[src/rtl/tone_period_decoder_if.sv]
// Signal bundle between the tone period decoder and its surroundings.
// The decoder side uses the slave modport; the stimulus/consumer side uses master.
// Optional TONE_DEC_ERR_EN adds the err_cnt status signal.
interface tone_period_decoder_if;
    logic       tick_en;
    logic       sig_in;
    logic [3:0] code;
    logic       valid;
    logic       locked;
`ifdef TONE_DEC_ERR_EN
    logic [7:0] err_cnt;

    modport master (
        output tick_en,
        output sig_in,
        input  code,
        input  valid,
        input  locked,
        input  err_cnt
    );

    modport slave (
        input  tick_en,
        input  sig_in,
        output code,
        output valid,
        output locked,
        output err_cnt
    );
`else
    modport master (
        output tick_en,
        output sig_in,
        input  code,
        input  valid,
        input  locked
    );

    modport slave (
        input  tick_en,
        input  sig_in,
        output code,
        output valid,
        output locked
    );
`endif
endinterface

[src/rtl/tone_period_decoder.sv]
// Tone period decoder: measures the period of a square-wave tone in prescaler
// ticks, looks it up in the 16-entry key period table within +/-TOL ticks, and
// reports the recovered key code once STABLE_CNT consecutive periods agree.
// Build option TONE_DEC_ERR_EN adds an 8-bit saturating error counter
// (no-match results and timeouts).
//
// state      | meaning
// -----------+-----------------------------------------------------------
// ST_IDLE    | no tone seen yet / timed out; counter held at 0
// ST_MEASURE | counting ticks between rising edges, capturing each period
module tone_period_decoder #(
    parameter int TOL        = 3,
    parameter int STABLE_CNT = 2,
    parameter int CNT_W      = 11
) (
    input  logic                 clk,
    input  logic                 rst,
    tone_period_decoder_if.slave bus
);

    localparam logic [CNT_W-1:0] CNT_MAX = '1;
    localparam logic [CNT_W-1:0] TOL_V   = CNT_W'(TOL);
    localparam logic [3:0]       RUN_MAX = 4'(STABLE_CNT);

    typedef enum logic {ST_IDLE, ST_MEASURE} state_t;

    state_t           r_state;
    state_t           w_state_nxt;

    logic             r_sync1;
    logic             r_sync2;
    logic             r_sync3;
    logic             w_rise;

    logic [CNT_W-1:0] r_cnt;
    logic [CNT_W-1:0] w_cnt_nxt;
    logic [CNT_W-1:0] w_cnt_inc;
    logic             w_capture;
    logic             w_timeout;

    logic [CNT_W-1:0] r_period;
    logic [4:0]       r_idx;
    logic             r_busy;
    logic             r_found;
    logic [3:0]       r_hit;
    logic [CNT_W-1:0] w_entry;
    logic [CNT_W-1:0] w_diff;
    logic             w_match;
    logic             w_result;

    logic [3:0]       r_cand;
    logic [3:0]       r_run;
    logic [3:0]       w_run_nxt;
    logic [3:0]       r_code;
    logic             r_locked;
    logic             r_valid;

    function automatic logic [CNT_W-1:0] period_tbl(input logic [3:0] i_idx);
        case (i_idx)
            4'd0:    return CNT_W'(1666);
            4'd1:    return CNT_W'(999);
            4'd2:    return CNT_W'(666);
            4'd3:    return CNT_W'(499);
            4'd4:    return CNT_W'(399);
            4'd5:    return CNT_W'(332);
            4'd6:    return CNT_W'(285);
            4'd7:    return CNT_W'(249);
            4'd8:    return CNT_W'(221);
            4'd9:    return CNT_W'(199);
            4'd10:   return CNT_W'(181);
            4'd11:   return CNT_W'(165);
            4'd12:   return CNT_W'(152);
            4'd13:   return CNT_W'(141);
            4'd14:   return CNT_W'(132);
            default: return CNT_W'(124);
        endcase
    endfunction

    assign w_rise    = r_sync2 & ~r_sync3;
    assign w_cnt_inc = (bus.tick_en && (r_cnt != CNT_MAX)) ? r_cnt + CNT_W'(1) : r_cnt;

    // Synchronize the pin, register FSM state and the period counter
    always_ff @(posedge clk) begin
        if (!rst) begin
            r_sync1 <= 1'b0;
            r_sync2 <= 1'b0;
            r_sync3 <= 1'b0;
            r_state <= ST_IDLE;
            r_cnt   <= '0;
        end else begin
            r_sync1 <= bus.sig_in;
            r_sync2 <= r_sync1;
            r_sync3 <= r_sync2;
            r_state <= w_state_nxt;
            r_cnt   <= w_cnt_nxt;
        end
    end

    // Next state, counter update, capture and timeout decisions
    always_comb begin
        w_state_nxt = r_state;
        w_cnt_nxt   = r_cnt;
        w_capture   = 1'b0;
        w_timeout   = 1'b0;
        case (r_state)
            ST_IDLE: begin
                w_cnt_nxt = '0;
                if (w_rise) begin
                    w_state_nxt = ST_MEASURE;
                end
            end
            ST_MEASURE: begin
                // A rise in the saturating cycle still captures (as 2047).
                if (w_rise) begin
                    w_capture = 1'b1;
                    w_cnt_nxt = '0;
                end else if (w_cnt_inc == CNT_MAX) begin
                    w_timeout   = 1'b1;
                    w_cnt_nxt   = '0;
                    w_state_nxt = ST_IDLE;
                end else begin
                    w_cnt_nxt = w_cnt_inc;
                end
            end
            default: begin
                w_state_nxt = ST_IDLE;
                w_cnt_nxt   = '0;
            end
        endcase
    end

    assign w_entry  = period_tbl(r_idx[3:0]);
    assign w_diff   = (r_period >= w_entry) ? (r_period - w_entry) : (w_entry - r_period);
    assign w_match  = (w_diff <= TOL_V);
    // idx reaches 16 one clk after the last entry was examined: that is the
    // result cycle, 17 clks after the capture.
    assign w_result = r_busy && r_idx[4] && !w_capture;

    // Sequential table search, one entry per clk; a new capture restarts it
    always_ff @(posedge clk) begin
        if (!rst) begin
            r_period <= '0;
            r_idx    <= '0;
            r_busy   <= 1'b0;
            r_found  <= 1'b0;
            r_hit    <= '0;
        end else if (w_capture) begin
            r_period <= w_cnt_inc;
            r_idx    <= '0;
            r_busy   <= 1'b1;
            r_found  <= 1'b0;
        end else if (r_busy) begin
            if (r_idx[4]) begin
                r_busy <= 1'b0;
            end else begin
                if (w_match && !r_found) begin
                    r_found <= 1'b1;
                    r_hit   <= r_idx[3:0];
                end
                r_idx <= r_idx + 5'd1;
            end
        end
    end

    // Run length of the candidate code for the result being applied
    always_comb begin
        w_run_nxt = 4'd1;
        if (r_hit == r_cand) begin
            w_run_nxt = (r_run >= RUN_MAX) ? RUN_MAX : r_run + 4'd1;
        end
    end

    // Apply search results and timeouts to candidate, run, code and lock
    always_ff @(posedge clk) begin
        if (!rst) begin
            r_cand   <= '0;
            r_run    <= '0;
            r_code   <= '0;
            r_locked <= 1'b0;
            r_valid  <= 1'b0;
        end else begin
            r_valid <= 1'b0;
            if (w_timeout) begin
                r_run    <= '0;
                r_locked <= 1'b0;
            end else if (w_result) begin
                if (!r_found) begin
                    r_run    <= '0;
                    r_locked <= 1'b0;
                end else begin
                    r_cand <= r_hit;
                    r_run  <= w_run_nxt;
                    if (w_run_nxt == RUN_MAX) begin
                        // Already locked on this code: stay quiet.
                        if (!(r_locked && (r_hit == r_code))) begin
                            r_code   <= r_hit;
                            r_locked <= 1'b1;
                            r_valid  <= 1'b1;
                        end
                    end else begin
                        r_locked <= 1'b0;
                    end
                end
            end
        end
    end

`ifdef TONE_DEC_ERR_EN
    logic [7:0] r_err_cnt;
    logic       w_err_evt;

    assign w_err_evt = w_timeout || (w_result && !r_found);

    // Saturating count of unmatched periods and timeouts
    always_ff @(posedge clk) begin
        if (!rst) begin
            r_err_cnt <= '0;
        end else if (w_err_evt && (r_err_cnt != 8'hFF)) begin
            r_err_cnt <= r_err_cnt + 8'd1;
        end
    end

    assign bus.err_cnt = r_err_cnt;
`endif

    assign bus.code   = r_code;
    assign bus.valid  = r_valid;
    assign bus.locked = r_locked;

endmodule
[src/flat_wrapper.sv]
// flat-port wrapper written by rule: the top's interface ports become plain ports
module tone_period_decoder_flat 
#(
    parameter int TOL        = 3,
    parameter int STABLE_CNT = 2,
    parameter int CNT_W      = 11
)
  (clk, rst, bus_tick_en, bus_sig_in, bus_code, bus_valid, bus_locked);
  tone_period_decoder_if bus_i ();
  input  logic clk;
  input  logic rst;
  input wire logic [$bits(bus_i.tick_en)-1:0] bus_tick_en;
  input wire logic [$bits(bus_i.sig_in)-1:0] bus_sig_in;
  output wire logic [$bits(bus_i.code)-1:0] bus_code;
  output wire logic [$bits(bus_i.valid)-1:0] bus_valid;
  output wire logic [$bits(bus_i.locked)-1:0] bus_locked;
  assign bus_i.tick_en = bus_tick_en;
  assign bus_i.sig_in = bus_sig_in;
  assign bus_code = bus_i.code;
  assign bus_valid = bus_i.valid;
  assign bus_locked = bus_i.locked;
  tone_period_decoder #(.TOL(TOL), .STABLE_CNT(STABLE_CNT), .CNT_W(CNT_W)) u_core (.clk(clk), .rst(rst), .bus(bus_i));
endmodule
[config.mk]
export PLATFORM = sky130hd
export DESIGN_NAME = tone_period_decoder_flat
export DESIGN_NICKNAME = d
export VERILOG_FILES = /design/src/rtl/tone_period_decoder_if.sv /design/src/rtl/tone_period_decoder.sv /design/src/flat_wrapper.sv
export SDC_FILE = /design/constraint.sdc
export NUM_CORES = 1
export LEC_CHECK = 0
export ABC_AREA = 1
export CORE_MARGIN = 3
export CORE_UTILIZATION = 60
export DETAILED_ROUTE_END_ITERATION = 8
export PLACE_DENSITY = 0.77
export REMOVE_ABC_BUFFERS = 1
export SYNTH_ARGS = -nofsm -noshare
export SYNTH_HDL_FRONTEND = slang
export SYNTH_SLANG_ARGS = --single-unit
[constraint.sdc]
create_clock -name clk -period 2.8 [get_ports clk]
set_input_delay 0.56 -clock clk [delete_from_list [all_inputs] [get_ports clk]]
set_output_delay 0.56 -clock clk [all_outputs]
set_load 0.01 [all_outputs]
After elaboration in Yosys (flattened, before gate mapping)

Memories as Yosys holds them, arrays and structs flattened. A register that Yosys moved wholly into a read port is not among the register bits.
Cells that the tools add are included.

Output and inout port bits: 6
Memories kept: 1
Register bits: 51
Logic and storage cells: 84
Input port bits: 4
Bits in read-only memories: 176

Memories:

| name             | words | bits a word | rd ports | clocked after memory_dff | write ports | line                      | text |
|---|---|---|---|---|---|---|---|
| (name not given) | 16    | 11          | 1        | 1                        | 0           | tone_period_decoder.sv:59 | `case (i_idx)` |

Order comparisons: 3
$add $sub $neg: 5
Eq/ne operators: 6
Multiplexer cells: 26
Bitwise gates (word level): 11
Reduce and logical (&&, ||, !) cells: 16

Operators with widths:

| kind                    | count |
|---|---|
| $mux W11                | 4 |
| $pmux W11 S2            | 1 |
| $sub A11 B11 Y11        | 2 |
| $mux W4                 | 5 |
| $mux W1                 | 14 |
| $add A11 B1 Y11 const B | 1 |
| $eq A11 B11 Y1 const B  | 1 |
| $ge A11 B11 Y1          | 1 |
| $le A11 B2 Y1 const B   | 1 |
| $ne A11 B11 Y1 const B  | 1 |
| $not A1 Y1              | 10 |
| $eq A4 B4 Y1            | 2 |
| $reduce_and A3 Y1       | 2 |
| $add A5 B1 Y5 const B   | 1 |
| $logic_and A1 B1 Y1     | 5 |
| $mux W5                 | 1 |
| $reduce_and A5 Y1       | 1 |
| $reduce_or A5 Y1        | 1 |
| $add A4 B1 Y4 const B   | 1 |
| $eq A4 B2 Y1 const B    | 1 |
| $ge A4 B2 Y1 const B    | 1 |
| $reduce_and A2 Y1       | 2 |
| $reduce_and A4 Y1       | 1 |
| $reduce_or A2 Y1        | 2 |
| other kinds (4)         | 5 |

Depth between registers and ports, before layout

Gate-level depths: netlist (run 1).

Depth in word-level cells: 9
Gate-level depth with buffers: 19
Depth with buffers taken out: 19

Worst setup path after synthesis (run 1)

OpenSTA, ideal clock, no wires.

Path kind: register -> register
From: register u_core.w_entry[6] (netlist name)
To: register u_core.r_hit[2]
Arrival: 2.071 ns
Path buffers: 1
Stages on the path, launching flop included: 17
Slack: 0.665 ns
Cell sequence: dfxtp_1 > inv_1 > ha_1 > nand2_1 > inv_1 > a21oi_2 > nand2_2 > nand2_2 > nand2_4 > buf_6 > o21ai_2 > nand2_1 > nor2_4 > nand3_2 > nor2_4 > nor2_1 > nor2_1

Word-level cells in the longest chain between the ends: 5

Ends and longest elaborated chain:

| what                                               | line                       | text |
|---|---|---|
| $sub A11 B11 Y11 or $ge A11 B11 Y1 (tied branches) | tone_period_decoder.sv:133 | `assign w_diff = (r_period >= w_entry) ? (r_period - w_entry) : (w_entry - r_period);` |
| $mux W11 (*)                                       | tone_period_decoder.sv:133 |  |
| $le A11 B2 Y1 (*)                                  | tone_period_decoder.sv:134 | `assign w_match = (w_diff <= TOL_V);` |
| $logic_and A1 B1 Y1 (*)                            | tone_period_decoder.sv:156 | `if (w_match && !r_found) begin` |
| $reduce_and A4 Y1 (no line) (*)                    | -                          |  |
| end signal, assigned                               | tone_period_decoder.sv:158 | `r_hit <= r_idx[3:0];` |
| end, declared                                      | tone_period_decoder.sv:45  | `logic [3:0] r_hit;` |

Mark *: on every way between the ends. The rest lies on a longest branch, timed or not.
A chain may end at the register's enable or synchronous reset.

Final worst setup path (run 1)

From: register u_core.w_entry[3] (netlist name)
To: register u_core.r_hit[3]

Word-level cells in the longest chain between the ends: 5

Ends and longest elaborated chain:

| what                                               | line |
|---|---|
| $sub A11 B11 Y11 or $ge A11 B11 Y1 (tied branches) | tone_period_decoder.sv:133 |
| $mux W11 (*)                                       | tone_period_decoder.sv:133 |
| $le A11 B2 Y1 (*)                                  | tone_period_decoder.sv:134 |
| $logic_and A1 B1 Y1 (*)                            | tone_period_decoder.sv:156 |
| $reduce_and A4 Y1 (no line) (*)                    | - |

Marked as above.

==> metrics.md, run 1 <==
| Metric | Value |
|---|---|
| Switching pwr | 0.445 mW |
| Placed Instances | 766 |
| YS warnings | 0 |
| Top post-synthesis cells by count | 182 x nand2_1, 114 x inv_1, 75 x nor2_1 |
| Die height | 90.8 um |
| Maximum fanout along the worst path | 13 |
| Layout Skew | 10.5 ps |
| Core area | 6870 um^2 |
| Drt pass-1 iters | 7 |
| CTS resizes | 0 |
| Mapped Cells | 662 |
| PD cells | 423 nW/um^2 |
| Met3 Use GR | 4.92% |
| Flip-flop and latch count after synthesis | 62 |
| TritonCTS clock tree | built |
| Final total power | 2.02 mW |
| Internal Power | 1.57 mW |
| Area leader, netlist | dfxtp_1 |
| Prevailing post-synth register cell | dfxtp_1 |
| Fmax | 403 MHz |
| Nets | 719 |
| RR Startpoint | u_core.w_entry[3]$_DFF_P_ |
| CP delay by family, top | simple AND/OR/NAND/NOR gates |
| Sequential share of power | 44.3% |
| Synthesized area | 4310 um^2 |
| Clk pwr share | 49.7% |
| Sequential fraction of the synthesis area | 28.8% |
| DRC Markers | 0 |
| Clock insertion delay at the later pin of the skew report | 340 ps |
| Worst slew margin | 66.8% |
| Non-filler cells, final | 782 |
| Tightest Pin Transition | 496 ps |
| Final TNS setup | 0 ps |
| WL/cell | 13.2 um |
| GR Util All Layers | 25.7% |
| Final wirelength | 10.3 mm |
| IO Port Bufs | 9 |
| HPWL after DPL | 8.20 mm |
| GR Overflow Total | 0 |
| Fin worst setup slack | 319 ps |
| First-pass GRT wire length | 17.3 mm |
| DR iter-0 viols | 240 |
| Crit path launch | u_core.w_entry[3]$_DFF_P_ |
| Setup Fix Bufs, Post-CTS | 0 |
| Unique cell type count in the Yosys netlist | 37 |
| Die width | 90.8 um |
| Leak | 2.33 nW |
| Vias in the first global route | 3761 |
| Ranking of synthesized cells by area | dfxtp_1 29%, nand2_1 16%, inv_1 9.9%, ha_1 9.3%, nor2_1 6.5% |
| GP Congestion | 0.910 |
| Crit path top cell by count | nand2_1 |
| Num CTS Buffers | 9 |
| CP arrival | 2750 ps |
| WP buf/inv | 1 |
| CP peak stage delay | 430 ps |
| CTS Hold Buffers Added | 0 |
| Setup Viol. Count Final | 0 |
| Fill cells | 626 |
| Fin. max-slew vios | 0 |
| Die area | 8240 um^2 |
| Asr flop ratio synth | 0% |
| Status | finished, final reports clean |
| Htree depth | 3 |
| EDFF count, synth | 0 |
| Initial Util | 62.8% |
| Layout cells sized above 1 | 8.02% |
| Largest net degree at the start of global routing | 20 |
| Mapped Avg Cell Area | 6.51 um^2 |
| Fin crit share | 88.6% |
| Tmin final | 2480 ps |
| Startpoint Class | flop |
| Global-route met1 utilization | 34.0% |
| Critical path endpoint category | flop |
| Number of max-cap violations | 0 |
| Via count | 4064 |
| Row count | 30 |
| Critical-path cell with the highest stage delay | ha_1 |
| Busiest layer in global routing | met2 |
| CP Cell Sequence | inv_1, ha_1, nand2_1, nor2_1, nand2_1, nand2_2, nand2_2, nand2_4, nand2_1, o21ai_2, nand2_1, nor2_4, nand3_2, nor2_4, nor2_1, nor2_1 |
| Most common cell in the synthesized netlist | nand2_1 |
| Worst hold path class | reg2reg |
| Layout area overhead | 10.5% |
| Sw frac | 22.1% |
| Initial antenna violation count | 0 |
| Critical path type | reg2reg |
| N_diodes | 0 |
| Clock Tree Root | clkbuf_8 |
| R2r setup slk | 320 ps |
| RSZ-0062 raised after global routing | no |
| Met2 global-route usage | 43.3% |
| Worst path required time | 3070 ps |
| Clock transition at path regs | 70 ps |
| Fin. Hold Viols | 0 |
| Logic pwr share | 6.0% |
| I/O pin count | 10 |
| Clock Tree Buf Depth | 2 |
| VDD IR max | 0.320 mV |
| Via density | 5.20 |
| Setup Slack @ Placement | 221 ps |
| Hold wc startpoint | u_core.r_sync1$_SDFF_PN0_ |
| Top-area cell type share of the netlist area | 28.8% |
| Clk sinks | 62 |
| Post-route antenna net violation count | 0 |
## sequential cells by signal (all words and copies together), names as in the netlist
register / cells
u_core.r_idx: 5
u_core.r_found: 1
u_core.bus.valid: 1
u_core.r_cand: 4
u_core.w_entry: 11
u_core.r_cnt: 11
u_core.r_period: 11
u_core.r_run: 4
u_core.bus.locked: 1
u_core.r_hit: 4
u_core.r_sync3: 1
u_core.bus.code: 4
u_core.r_state: 1
u_core.r_sync1: 1
u_core.r_busy: 1
u_core.r_sync2: 1
## per-layer routing
metal,vias to the layer above,wire length [um]
met5,-,0
met4,0,128
met3,11,370
met2,76,4850
met1,1861,4990
li1,2116,-
## power by group through the flow
stage / combinational (mW) / sequential (mW) / clock (mW)
3_5_place_dp: 0.118 / 0.913 / 0
2_1_floorplan: 0.0780 / 0.912 / 0
4_1_cts: 0.119 / 0.893 / 1.01
5_1_grt: 0.135 / 0.893 / 1.06
3_3_place_gp: 0.116 / 0.913 / 0
6_report: 0.121 / 0.893 / 1.00
## worst min-delay path, stage by stage (launching register included)
cell,delay [ps]
dfxtp_1,310
nand2_1,50
inv_1,30
## area by class of cell
type	instances	area, um^2	area share (%)
clock buffer	11	151	3.18
clock inverter	5	104	2.18
inverter	117	444	9.32
multi-input combinational	474	2550	53.6
sequential	62	1240	26.1
tap	96	120	2.52
timing repair buffer	17	150	3.15
## layout by cell type, fill, tap and decap left out, types with 6 or more instances in the layout
| master | synthesis | routed |
|---|---|---|
| nand2_1 | 182 | 182 |
| inv_1 | 114 | 114 |
| nor2_1 | 75 | 74 |
| dfxtp_1 | 62 | 61 |
| nand3_1 | 54 | 54 |
| a21oi_1 | 33 | 32 |
| ha_1 | 32 | 31 |
| nand4_1 | 16 | 16 |
| xor2_1 | 13 | 13 |
| o22ai_1 | 11 | 11 |
| clkbuf_8 | 1 | 11 |
| o21ai_0 | 9 | 9 |
| clkdlybuf4s50_1 | 0 | 9 |
| nor3_1 | 8 | 8 |
| buf_4 | 0 | 8 |
| nor2_2 | 5 | 6 |
## logic make-up after synthesis
group                      share of synthesized area [%]
AOI/OAI and AO/OA                                   8.33
xor gates and xnor gates                            3.25
adders and majority gates                           10.2
buffers and inverters                               12.2
DFF                                                 28.8
and+or+nand+nor                                     37.2
## worst paths after layout
| kind | end | cells past startpoint |
|---|---|---|
| worst max-delay path | u_core.r_hit[3]$_SDFFE_PN0P_ | 16 |
| worst min-delay path | u_core.r_sync2$_SDFF_PN0_ | 2 |
| worst max register to register | u_core.r_hit[3]$_SDFFE_PN0P_ | 16 |
| worst min register to register | u_core.r_sync2$_SDFF_PN0_ | 2 |
## metrics by stage
step                util, %  hold slack [ps]  area (um^2)
CTS                    69.2              428         4760
finish                 69.4              427         4770
global placement       65.5              394         4500
floorplan                 -              390         4230
detailed placement     65.5              419         4500
global route           69.4              449         4770
(Power assumes the default switching activity.)
==> run 2, diff against run 1 <==
--- a/config.mk
+++ b/config.mk
@@ -7,3 +7,2 @@
 export LEC_CHECK = 0
-export ABC_AREA = 1
 export CORE_MARGIN = 3
@@ -11,3 +10,3 @@
 export DETAILED_ROUTE_END_ITERATION = 8
-export PLACE_DENSITY = 0.77
+export PLACE_DENSITY = 0.78
 export REMOVE_ABC_BUFFERS = 1
==> constraint.sdc (replaced) <==
create_clock -name clk -period 2.8 [get_ports clk]
set_input_delay 0.28 -clock clk [delete_from_list [all_inputs] [get_ports clk]]
set_output_delay 0.28 -clock clk [all_outputs]
set_load 0.01 [all_outputs]
==> run 2 against run 1 <==
Against the previous run: power decreased by 5.8%; via count decreased by 12%; global-route usage shrank 0.49 points; largest cell class unchanged.
==> metrics.md, run 2 <==
| Metric | Value |
|---|---|
| Status | finished, final reports clean (unchanged) |
| Clk pwr share | 47.4% (was 49.7%) |
| WL/cell | 15.5 um (was 13.2 um) |
| Switching pwr | 0.433 mW (was 0.445 mW) |
| Worst hold path class | reg2reg (unchanged) |
| N_diodes | 0 (unchanged) |
| Placed Instances | 589 (was 766) |
| YS warnings | 0 (unchanged) |
| Setup Viol. Count Final | 0 (unchanged) |
| TritonCTS clock tree | built (unchanged) |
| GR Util All Layers | 25.2% (was 25.7%) |
| Most common cell after layout, fill and taps aside | dfxtp_1 (was nand2_1) |
| Initial antenna violation count | 0 (unchanged) |
| Flip-flop and latch count after synthesis | 62 (unchanged) |
| Clock transition at path regs | 80 ps (was 70 ps) |
| Fin crit share | 98.5% (was 88.6%) |
| Top-area cell type share of the netlist area | 30.8% (was 28.8%) |
| Fin. Hold Viols | 0 (unchanged) |
| Ranking of synthesized cells by area | dfxtp_1 31%, ha_1 9.9%, nand2_1 5.1%, nor2_1 4.3%, mux2i_1 4.2% (was dfxtp_1 29%, nand2_1 16%, inv_1 9.9%, ha_1 9.3%, nor2_1 6.5%) |
| Tightest Pin Transition | 718 ps (was 496 ps) |
| GP Congestion | 0.940 (was 0.910) |
| Top post-synthesis cells by count | 62 x dfxtp_1, 55 x nand2_1, 46 x nor2_1 (was 182 x nand2_1, 114 x inv_1, 75 x nor2_1) |
| Post-route antenna net violation count | 0 (unchanged) |
| CTS Hold Buffers Added | 0 (unchanged) |
| Clock Tree Buf Depth | 2 (unchanged) |
| Layout Skew | 12.4 ps (was 10.5 ps) |
| Area leader, netlist | dfxtp_1 (unchanged) |
| Clk sinks | 62 (unchanged) |
| Most common cell in the synthesized netlist | dfxtp_1 (was nand2_1) |
| Fill cells | 465 (was 626) |
| Layout cells sized above 1 | 18.5% (was 8.02%) |
| Mapped Avg Cell Area | 8.29 um^2 (was 6.51 um^2) |
| DR iter-0 viols | 272 (was 240) |
| Fin. max-slew vios | 0 (unchanged) |
| Number of max-cap violations | 0 (unchanged) |
| Post-Place Cell Area | 4430 um^2 (was 4500 um^2) |
| Prevailing post-synth register cell | dfxtp_1 (unchanged) |
| CP delay by family, top | compound AO/OA/AOI/OAI gates (was simple AND/OR/NAND/NOR gates) |
| Clock insertion delay at the later pin of the skew report | 340 ps (about the same) |
| Worst slew margin | 51.7% (was 66.8%) |
| Fmax | 362 MHz (was 403 MHz) |
| Sw frac | 22.8% (was 22.1%) |
| GR Overflow Total | 0 (unchanged) |
| Setup Slack @ Placement | -295 ps (was 221 ps) |
| DRC Markers | 0 (unchanged) |
| Startpoint Class | flop (unchanged) |
| I/O pin count | 10 (unchanged) |
| Synthesized area | 4030 um^2 (was 4310 um^2) |
| Sequential fraction of the synthesis area | 30.8% (was 28.8%) |
| RSZ-0062 raised after global routing | yes (was no) |
| Layout area overhead | 20.1% (was 10.5%) |
| Mapped Cells | 486 (was 662) |
| Final total power | 1.90 mW (was 2.02 mW) |
| WP buf/inv | 3 (was 1) |
| Vias in the first global route | 3306 (was 3761) |
| Highest metal used | met4 (unchanged) |
| Largest net degree at the start of global routing | 36 (was 20) |
| Met3 WL post-DR | 416 um (was 370 um) |
| Via density | 5.85 (was 5.20) |
| CP Cell Sequence | inv_1, ha_1, inv_1, fa_2, a21o_1, a22oi_2, nor2b_4, buf_4, mux2i_1, nand4_1, o32ai_2, nand3_2, mux2i_1 (was inv_1, ha_1, nand2_1, nor2_1, nand2_1, nand2_2, nand2_2, nand2_4, nand2_1, o21ai_2, nand2_1, nor2_4, nand3_2, nor2_4, nor2_1, nor2_1) |
| Drt pass-1 iters | 5 (was 7) |
| EDFF count, synth | 0 (unchanged) |
| Die area | 7730 um^2 (was 8240 um^2) |
| Final wirelength | 9.40 mm (was 10.3 mm) |
| Nets | 564 (was 719) |
| Unique cell type count in the Yosys netlist | 69 (was 37) |
| Reg2Reg Depth | 13 (was 16) |
| Initial Util | 62.7% (was 62.8%) |
| Met2 Wirelength | 4.60 mm (was 4.85 mm) |
| CP arrival | 2990 ps (was 2750 ps) |
| Die height | 87.9 um (was 90.8 um) |
| Commonest non-fill, non-tap cells in the layout | 60 x dfxtp_1, 55 x nand2_1, 46 x nor2_1 (was 182 x nand2_1, 114 x inv_1, 74 x nor2_1) |
| IO Port Bufs | 9 (unchanged) |
| Worst path required time | 3030 ps (was 3070 ps) |
| CP peak stage delay | 350 ps (was 430 ps) |
| Leak | 2.03 nW (was 2.33 nW) |
| Non-filler cells, final | 608 (was 782) |
| Critical-path cell with the highest stage delay | fa_2 (was ha_1) |
| Critical path type | reg2reg (unchanged) |
| Logic pwr share | 5.6% (was 6.0%) |
| Internal Power | 1.47 mW (was 1.57 mW) |
| Critical path depth in cells | 13 (was 16) |
| Maximum fanout along the worst path | 4 (was 13) |
| Final TNS setup | 0 ps (unchanged) |
| DRT met1 WL | 4.16 mm (was 4.99 mm) |
| First-pass GRT wire length | 15.2 mm (was 17.3 mm) |
| Tmin final | 2760 ps (was 2480 ps) |
| HPWL after DPL | 6.96 mm (was 8.20 mm) |
| Worst hold stages | 2 (unchanged) |
| Fin area | 4840 um^2 (was 4770 um^2) |
| PD cells | 392 nW/um^2 (was 423 nW/um^2) |
| Num CTS Buffers | 9 (unchanged) |
| Asr flop ratio synth | 0% (unchanged) |
| VDD IR max | 0.390 mV (was 0.320 mV) |
| Sequential share of power | 46.9% (was 44.3%) |
| Clock Tree Root | clkbuf_8 (unchanged) |
| Critical path endpoint category | flop (unchanged) |
| Fin worst setup slack | 41.4 ps (was 319 ps) |
| Row count | 29 (was 30) |
| Htree depth | 3 (unchanged) |
| Die width | 87.9 um (was 90.8 um) |
| Core area | 6420 um^2 (was 6870 um^2) |
| Via count | 3557 (was 4064) |
==> run 2: cell count changes after synthesis, moves of 9 or more <==
cell / change
clkbuf_1: +12
inv_1: -80
nor2b_1: +13
o22ai_1: -9
and2_1: +11
nor2_1: -29
nand2_1: -127
nand3_1: -44
mux2i_1: +17
nand4_1: -11
==> run 2: worst min-delay path, delay by kind of cell, from the launching register on <==
| family | cells | cell delay (ps) |
|---|---|---|
| and+or+nand+nor | 2 | 80 |
| DFF | 1 | 310 |
==> run 2: layout make-up <==
cell class              instances  area (um^2)  share of cell area [%]
repair buffers                 52          425                    8.79
multi-input cells             367         2720                    56.1
inverters                      34          128                    2.64
clock inverters                 6         93.8                    1.94
flip-flops and latches         62         1240                    25.7
clock buffers                  10          138                    2.84
well taps                      77         96.3                    1.99
==> run 2: path summary, 6_finish.rpt <==
check / start / endpoint / slack [ps]
max: u_core.w_entry[0]$_DFF_P_ / u_core.r_hit[0]$_SDFFE_PN0P_ / 40
min: u_core.r_run[3]$_SDFFE_PP0P_ / u_core.r_run[3]$_SDFFE_PP0P_ / 440
max reg2reg: u_core.w_entry[0]$_DFF_P_ / u_core.r_hit[0]$_SDFFE_PN0P_ / 40
min reg2reg: u_core.r_run[3]$_SDFFE_PP0P_ / u_core.r_run[3]$_SDFFE_PP0P_ / 440
==> run 2: per-layer routing <==
metal | up-vias | GRT usage (%)
met2 | 90 | 42.3
met4 | 0 | 9.34
met5 | - | 0
met3 | 20 | 4.99
met1 | 1665 | 32.2
li1 | 1782 | -
==> run 2: power by group through the flow <==
stage,logic (mW),clock network (mW),registers (mW)
5_1_grt,0.116,0.950,0.892
2_1_floorplan,0.0555,0,0.910
3_5_place_dp,0.0945,0,0.911
4_1_cts,0.0973,0.910,0.891
3_3_place_gp,0.0936,0,0.911
6_report,0.107,0.900,0.891
==> run 2: what timing repair did <==
action | in CTS | in global routing
buffers inserted | 1 | 2
resized for setup | 9 | 26
endpoints found under the setup margin | 4 | 17
pin swaps | 5 | 10
==> run 2: logic make-up after synthesis <==
family,Yosys count,synth area share [%]
xor gates and xnor gates,24,5.22
DFF,62,30.8
muxes,18,4.50
adders and majority gates,34,10.9
AOI/OAI and AO/OA,110,20.4
and+or+nand+nor,181,22.5
buffers and inverters,57,5.68
==> run 2: metrics by stage <==
step	hold slack [ps]	util (%)
after floorplan	398	-
after global placement	414	68.9
after detailed placement	430	68.9
after CTS	441	73.3
after global routing	462	75.4
final	435	75.4
==> run 3, diff against run 2 <==
ABC_AREA = 1   (was unset)
PLACE_DENSITY = 0.77   (was 0.78)
==> run 3 against run 2 <==
Against the previous run: first-iteration DRC count up 4.8%; sequential cell count is the same; worst hold slack lost 11 ps; utilization down 7.4 points; non-clock buffer count is 37 lower; register-to-register slack improved by 260 ps; largest cell class unchanged.
==> metrics.md, run 3 (synthesis gave the netlist of run 1 again) <==
| Metric | Value |
|---|---|
| Fin. max-slew vios | 0 (unchanged) |
| Post-route antenna net violation count | 0 (unchanged) |
| VDD IR max | 0.429 mV (was 0.390 mV) |
| Nets | 717 (was 564) |
| Core area | 6870 um^2 (was 6420 um^2) |
| Worst hold stages | 2 (unchanged) |
| Initial antenna violation count | 0 (unchanged) |
| Die area | 8240 um^2 (was 7730 um^2) |
| Number of max-cap violations | 0 (unchanged) |
| Fin util | 67.9% (was 75.4%) |
| Layout Skew | 11.8 ps (was 12.4 ps) |
| Hold wc startpoint | u_core.r_sync1$_SDFF_PN0_ (was u_core.r_run[3]$_SDFFE_PP0P_) |
| CP arrival | 2790 ps (was 2990 ps) |
| Row count | 30 (was 29) |
| Clock Tree Root | clkbuf_8 (unchanged) |
| Layout area overhead | 8.21% (was 20.1%) |
| I/O pin count | 10 (unchanged) |
| WL/cell | 12.7 um (was 15.5 um) |
| RR Startpoint | u_core.w_entry[6]$_DFF_P_ (was u_core.w_entry[0]$_DFF_P_) |
| Fin crit share | 89.2% (was 98.5%) |
| Die height | 90.8 um (was 87.9 um) |
| Final TNS setup | 0 ps (unchanged) |
| R2R Path End | u_core.r_hit[2]$_SDFFE_PN0P_ (was u_core.r_hit[0]$_SDFFE_PN0P_) |
| WHS Endpoint | u_core.r_sync2$_SDFF_PN0_ (was u_core.r_run[3]$_SDFFE_PP0P_) |
| Worst hold path class | reg2reg (unchanged) |
| DRT met1 WL | 4.80 mm (was 4.16 mm) |
| Vias in the first global route | 3637 (was 3306) |
| Initial Util | 62.8% (was 62.7%) |
| DR iter-0 viols | 285 (was 272) |
| Highest metal used | met4 (unchanged) |
| DRC Markers | 0 (unchanged) |
| RSZ-0062 raised after global routing | no (was yes) |
| Largest net degree at the start of global routing | 20 (was 36) |
| PD cells | 365 nW/um^2 (was 392 nW/um^2) |
| Fin worst setup slack | 302 ps (was 41.4 ps) |
| Setup Viol. Count Final | 0 (unchanged) |
| Clock insertion delay at the later pin of the skew report | 350 ps (was 340 ps) |
| N_diodes | 0 (unchanged) |
| Drt pass-1 iters | 5 (unchanged) |
| HPWL after DPL | 7.84 mm (was 6.96 mm) |
| Commonest non-fill, non-tap cells in the layout | 182 x nand2_1, 114 x inv_1, 74 x nor2_1 (was 60 x dfxtp_1, 55 x nand2_1, 46 x nor2_1) |
| Reg2Reg Depth | 15 (was 13) |
| Startpoint Class | flop (unchanged) |
| CTS Hold Buffers Added | 0 (unchanged) |
| Met3 WL post-DR | 418 um (was 416 um) |
| Htree depth | 3 (unchanged) |
| Fmax | 400 MHz (was 362 MHz) |
| Worst path required time | 3090 ps (was 3030 ps) |
| GR Util All Layers | 25.3% (was 25.2%) |
| Layout cells sized above 1 | 7.60% (was 18.5%) |
| Worst slew margin | 67.0% (was 51.7%) |
| Maximum fanout along the worst path | 13 (was 4) |
| Clk sinks | 62 (unchanged) |
| R2r setup slk | 300 ps (was 40 ps) |
| Setup Slack @ Placement | 257 ps (was -295 ps) |
| Tmin final | 2500 ps (was 2760 ps) |
| CTS resizes | 0 (was 9) |
| IO Port Bufs | 9 (unchanged) |
| Die width | 90.8 um (was 87.9 um) |
| GR Overflow Total | 0 (unchanged) |
| Met2 Wirelength | 4.53 mm (was 4.60 mm) |
| Num CTS Buffers | 9 (unchanged) |
| Leak | 2.28 nW (was 2.03 nW) |
| Fin. Hold Viols | 0 (unchanged) |
| Clock Tree Buf Depth | 2 (unchanged) |
| First-pass GRT wire length | 17.0 mm (was 15.2 mm) |
| Clock transition at path regs | 80 ps (about the same) |
| Status | finished, final reports clean (unchanged) |
| Critical path endpoint category | flop (unchanged) |
| Setup Fix Bufs, Post-CTS | 0 (was 1) |
| Final wirelength | 9.87 mm (was 9.40 mm) |
| Most common cell after layout, fill and taps aside | nand2_1 (was dfxtp_1) |
| Tightest Pin Transition | 494 ps (was 718 ps) |
| TritonCTS clock tree | built (unchanged) |
| Via count | 4057 (was 3557) |
| GP Congestion | 0.931 (was 0.940) |
| Via density | 5.20 (was 5.85) |
| Critical path type | reg2reg (unchanged) |
==> run 3: changes by cell type in the layout (fill, tap and decap cells not counted), sizes merged, moves of 9 or more <==
cell,delta
nand3,+46
and2,-11
o22ai,+9
buf,-37
inv,+83
nand4,+11
nor2,+36
nand2,+132
mux2i,-17
nor2b,-13
==> run 3: power breakdown <==
group	internal [mW]	switching (mW)	leakage, nW	total, mW
Combinational	0.0393	0.0789	1.69	0.118
Clock	0.323	0.370	0.0933	0.693
Sequential	0.888	0.00472	0.500	0.893
Total	1.25	0.453	2.28	1.70
==> run 3: metal layers <==
layer  vias up  global-route usage (%)
met2        86                    40.5
met3        15                    4.75
met1      1842                    35.2
li1       2114                       -
met4         0                    5.90
met5         -                       0
==> run 3: stage by stage <==
step,total power [mW],instances,cell area (um^2),hold WS [ps]
after global routing,1.78,780,4670,454
final,1.70,780,4670,424
after detailed placement,1.03,764,4490,409
after CTS,1.72,780,4660,431
after global placement,1.03,764,4490,392
after floorplan,0.990,653,4230,373
==> run 3: worst max-delay path: stages, from the launching register on <==
cell and delay, ps:
dfxtp_1 340, inv_1 50, ha_1 390, nand2_1 150, inv_1 70, a21oi_2 200
nand2_2 100, nand2_2 120, nand2_4 120, o21ai_0 200, nand2_1 110, nor2_4 170
nand3_2 130, nor2_4 130, nor2_1 50, nor2_1 100
==> run 3: cell type report <==
| type | instances | area, um^2 |
|---|---|---|
| Clock buffer | 9 | 124 |
| Tap cell | 96 | 120 |
| Sequential cell | 62 | 1240 |
| Inverter | 117 | 444 |
| Fill cell | 649 | 2200 |
| Clock inverter | 7 | 50.0 |
| Timing Repair Buffer | 15 | 135 |
| Multi-Input combinational cell | 474 | 2550 |
==> run 3: how the worst max path moves through the flow <==
stage | startpoint | end | slack (ps) | depth (start not counted)
2_1_floorplan | u_core.w_entry[2]$_DFF_P_ | u_core.r_hit[2]$_SDFFE_PN0P_ | 640 | 15
3_3_place_gp | u_core.w_entry[2]$_DFF_P_ | u_core.r_hit[1]$_SDFFE_PN0P_ | 330 | 17
3_5_place_dp | u_core.w_entry[2]$_DFF_P_ | u_core.r_hit[2]$_SDFFE_PN0P_ | 260 | 15
4_1_cts | u_core.w_entry[2]$_DFF_P_ | u_core.r_hit[2]$_SDFFE_PN0P_ | 240 | 15
5_1_grt | u_core.w_entry[6]$_DFF_P_ | u_core.r_hit[0]$_SDFFE_PN0P_ | 20 | 15
6_report | u_core.w_entry[6]$_DFF_P_ | u_core.r_hit[2]$_SDFFE_PN0P_ | 300 | 15
